[src/rtl/fp32_stream_argmax.sv]
// Streaming fp32 max/argmax over fixed N-element frames, one element per cycle.
// Define FP_ARGMAX_NAN_EN to make the first NaN in a frame win (reported as canonical qNaN).
module fp32_stream_argmax #(
    parameter int unsigned N     = 10,
    parameter int unsigned IDX_W = (N > 1) ? $clog2(N) : 1
) (
    input  logic             clk,
    input  logic             rst_n,
    input  logic             in_valid,
    output logic             in_ready,
    input  logic [31:0]      in_data,
    input  logic             in_last,
    output logic             out_valid,
    input  logic             out_ready,
    output logic [31:0]      out_max,
    output logic [IDX_W-1:0] out_idx,
    output logic             out_err
);

    typedef enum logic {S_FIRST, S_ACC} state_t;

    localparam logic [IDX_W-1:0] LAST_IDX = IDX_W'(N - 1);
    localparam logic [31:0]      QNAN     = 32'h7FC0_0000;

    state_t           state, state_nxt;
    logic [IDX_W-1:0] cnt, cnt_nxt;

    logic [31:0]      acc_max, acc_key;
    logic [IDX_W-1:0] acc_idx;
    logic             acc_err;

    logic [31:0]      new_max, new_key, res_max, in_key;
    logic [IDX_W-1:0] new_idx;
    logic             new_err;
    logic             accept, at_last, marker_bad, frame_done;

`ifdef FP_ARGMAX_NAN_EN
    logic             acc_nan, new_nan, in_nan;
`endif

    // Unsigned key giving a total order: -inf < negatives < -0 < +0 < positives < +inf.
    function automatic logic [31:0] fp_key(input logic [31:0] x);
        return x[31] ? ~x : (x ^ 32'h8000_0000);
    endfunction

    assign in_ready = !out_valid | out_ready;

    always_comb begin
        accept     = in_valid & in_ready;
        at_last    = (cnt == LAST_IDX);
        marker_bad = in_last ^ at_last;
        frame_done = accept & at_last;
        in_key     = fp_key(in_data);

        new_max = acc_max;
        new_key = acc_key;
        new_idx = acc_idx;
        new_err = acc_err | marker_bad;
`ifdef FP_ARGMAX_NAN_EN
        in_nan  = (&in_data[30:23]) & (|in_data[22:0]);
        new_nan = acc_nan;
`endif

        if (state == S_FIRST) begin
            new_max = in_data;
            new_key = in_key;
            new_idx = '0;
            new_err = marker_bad;
`ifdef FP_ARGMAX_NAN_EN
            new_nan = in_nan;
`endif
        end else begin
`ifdef FP_ARGMAX_NAN_EN
            // A latched NaN is sticky; otherwise a new NaN or a strictly larger key wins.
            if (!acc_nan && (in_nan || (in_key > acc_key))) begin
                new_max = in_data;
                new_key = in_key;
                new_idx = cnt;
                new_nan = in_nan;
            end
`else
            if (in_key > acc_key) begin
                new_max = in_data;
                new_key = in_key;
                new_idx = cnt;
            end
`endif
        end

        res_max = new_max;
`ifdef FP_ARGMAX_NAN_EN
        if (new_nan) begin
            res_max = QNAN;
        end
`endif

        state_nxt = state;
        cnt_nxt   = cnt;
        if (accept) begin
            if (at_last) begin
                cnt_nxt   = '0;
                state_nxt = S_FIRST;
            end else begin
                cnt_nxt   = cnt + 1'b1;
                state_nxt = S_ACC;
            end
        end
    end

    always_ff @(posedge clk) begin
        if (!rst_n) begin
            state     <= S_FIRST;
            cnt       <= '0;
            acc_max   <= '0;
            acc_key   <= '0;
            acc_idx   <= '0;
            acc_err   <= 1'b0;
`ifdef FP_ARGMAX_NAN_EN
            acc_nan   <= 1'b0;
`endif
            out_valid <= 1'b0;
            out_max   <= '0;
            out_idx   <= '0;
            out_err   <= 1'b0;
        end else begin
            state <= state_nxt;
            cnt   <= cnt_nxt;
            if (accept) begin
                acc_max <= new_max;
                acc_key <= new_key;
                acc_idx <= new_idx;
                acc_err <= new_err;
`ifdef FP_ARGMAX_NAN_EN
                acc_nan <= new_nan;
`endif
            end
            if (frame_done) begin
                out_valid <= 1'b1;
                out_max   <= res_max;
                out_idx   <= new_idx;
                out_err   <= new_err;
            end else if (out_ready) begin
                out_valid <= 1'b0;
            end
        end
    end

endmodule
[config.mk]
export PLATFORM = sky130hd
export DESIGN_NAME = fp32_stream_argmax
export DESIGN_NICKNAME = d
export VERILOG_FILES = /design/src/rtl/fp32_stream_argmax.sv
export SDC_FILE = /design/constraint.sdc
export NUM_CORES = 1
export LEC_CHECK = 0
export CORE_MARGIN = 1.5
export CORE_UTILIZATION = 59
export CTS_CLUSTER_SIZE = 10
export DETAILED_ROUTE_END_ITERATION = 8
export PLACE_DENSITY = 0.85
export SLEW_MARGIN = 30
export SYNTH_ARGS = -nofsm -noshare
export SYNTH_HDL_FRONTEND = slang
export SYNTH_SLANG_ARGS = --single-unit
[constraint.sdc]
create_clock -name clk -period 10.65 [get_ports clk]
set_input_delay 3.195 -clock clk [delete_from_list [all_inputs] [get_ports clk]]
set_output_delay 3.195 -clock clk [all_outputs]
set_load 0.05 [all_outputs]
==> results.yml <==
yosys:
  synth_area_leaders: "dfxtp_1 41%, a21oi_1 7.6%, ha_1 7.4%"
  yosys_warnings: 0
  ys_seq_area_frac: 0.415
  synth_top_area_share: 0.415
  synthesis.area_um2: 5410
  ys_types: 43
  synthCells: 624
  yosys.area.top_type: "dfxtp_1"
  syn_area_per_cell_um2: 8.66
  synth_fp_nets: 693
  synth_seq_cells: 112
timing:
  rsz0062_at_grt: "false"
  tightestPinTransition_ps: 876
  max_slew_margin: 0.416
  final.setup_skew_ps: 13.3
  fmax_mhz: 128
  period_needed_ps: 7800
  hold_viol_final: 0
  final-max-slew-violation-count: 0
  setup-violations-final: 0
  fin_setup_tns_ps: 0
  fin_crit_sh: 0.733
run:
  drv_cap: 0
floorplan:
  io_pins: 76
  dieArea_um2: 9750
  start_util: 0.614
  die_y_um: 98.7
  rows: 34
  core_area_um2: 8810
  die_w_um: 98.7
route:
  wl_per_cell_um: 15.3
  wl_mm: 11.9
  antenna_left: 0
  drc: 5
  viasPerCell: 5.88
  vias: 4572
  initialDrtViolationCount: 297
  firstDrtPassIters: 7
power_and_ir_drop:
  power_density_nw_per_um2: 135
  p_leak_uw: 0.00234
  pwr-share-comb: 0.194
  intPower_uw: 599
  peakVddDrop_uv: 78.1
  power.net_switching_uw: 251
  switching_share: 0.295
  clockPowerShare: 0.279
  power_frac_seq: 0.527
layout:
  nets: 734
  antennaDiodeCount: 0
  drive_above_1_share: 0.0448
  synthToLayoutAreaGrowth_pct: 16.2
  final_common_cell: "dfxtp_1"
  design_area_um2: 6280
  layout_common_cells: "112 x dfxtp_1, 82 x a21oi_1, 73 x clkdlybuf4s50_1"
  postLayoutCoreUtil: 0.713
  stdcell_count: 778
hold_path:
  hold_path.class: "flip-flop to flip-flop"
clocking:
  clk_pin_slew_ps: 110
  cts.sinks: 112
  clk_latency_ps: 370
  cts-resized-gates: 0
  htreeDepth: 3
  numCtsBuffers: 9
  cts_tree: "built"
  postCtsHoldBufs: 0
  clk_path_buf_depth: 2
  post-cts-setup-buffer-count: 0
  clockRootBuffer: "clkbuf_8"
placement:
  hpwl_mm: 7.72
  placed_area_um2: 6100
  gp_congestion: 0.771
  io_buffers: 75
  dp_cells: 762
worst_setup_path:
  critPathRequiredTime_ps: 7460
  arrival_ps: 4610
  crit_chain: "clkdlybuf4s50_1 > nand2b_1 > clkdlybuf4s50_1"
  path_buf_inv: 2
  startpoint_type: "primary input"
  critical_path.most_common_cell: "clkdlybuf4s50_1"
  cp-end-kind: "output pin"
  worstPathMaxFanout: 4
  cpMaxStageDelayCell: "clkdlybuf4s50_1"
  crit_type: "primary input to output pin"
  crit_family: "buffers and inverters"
  max_stage_delay_ps: 820
global_routing:
  grt-ovfl-total: 0
  use_met1: 0.316
  grt_max_degree: 90
  gr-usage-met3: 0.0355
  use_met2: 0.452
  antenna_found_initial: 0
  busiest_layer: "met2"
  grtUsageTotal: 0.254
  grt_pass1_wl_mm: 20.6
  grt_pass1_vias: 4596
status:
  violations: "DRC"
  status: "complete, but fails checks"
path summary, 6_finish.rpt:
path / startpoint / to / slack (ps) / cells past startpoint
worst max-delay path: out_ready / in_ready / 2850 / 3
worst min-delay path: out_idx[1] / out_idx[1] / 470 / 2
worst max register to register: acc_key[7] / out_max[21] / 7100 / 10
worst min register to register: out_idx[1] / out_idx[1] / 470 / 2
state kept, by name (all words and copies together) (netlist names):
name,cells
acc_max,32
acc_err,1
out_err,1
acc_idx,4
cnt,4
state,1
out_max,32
out_valid,1
out_idx,4
acc_key,32
cells by family after synthesis:
group / Yosys count / synth area share
AOI/OAI and AO/OA: 207 / 0.219
buffers and inverters: 85 / 0.0678
xor gates and xnor gates: 34 / 0.0551
muxes: 36 / 0.0667
and+or+nand+nor: 118 / 0.103
adders and majority gates: 32 / 0.0741
DFF: 112 / 0.415
tightest hold or removal path, stage by stage, from the launching register on:
cell	delay, ps
dfxtp_1	340
nand2_1	40
o21ai_0	60
area by class of cell:
type | count | area [µm²]
Inverter | 35 | 131
Timing Repair Buffer | 80 | 781
Fill cell | 696 | 2520
Multi-Input combinational cell | 427 | 2810
Clock inverter | 6 | 43.8
Sequential cell | 112 | 2240
Tap cell | 108 | 135
Clock buffer | 10 | 138
metal layers:
metal | share of wire | up-vias
met5 | 0 | -
met1 | 0.45 | 2147
met2 | 0.49 | 125
li1 | - | 2286
met4 | 0.015 | 0
met3 | 0.042 | 14
power groups by stage:
stage	Combinational, µW	Clock, µW	Sequential, µW
after global placement	154	0	456
after global routing	184	259	450
after detailed placement	162	0	457
after CTS	164	241	448
after floorplan	123	0	454
final	164	237	448
synthesized netlist by cell type, drive strengths merged:
library cell    n
nand2b          1
a21o            1
a2bb2oi         1
xnor2           3
a311oi          1
nor3            1
nand3          38
inv            35
clkbuf         31
xor2           31
o311ai          1
and3            2
a211oi          1
and3b           1
nor2b           3
o31ai          30
nor4            2
o211ai          1
a211o           1
o21a            1
nand2          50
a221oi          1
o21ai          79
a21oi          82
nor2            7
mux2i          36
a221o           2
buf            19
and2            3
nor3b           1
ha             32
dfxtp         112
a22oi           3
a2111oi         1
a31oi           1
nand4           9
stage by stage:
stage	setup WS (ps)	hold slack (ps)	total power, µW
final	2850	471	849
after global routing	2780	502	894
after CTS	2840	473	852
after detailed placement	2850	447	619
after global placement	2860	442	610
after floorplan	3810	436	577
Power figures use the tool's default switching activity.
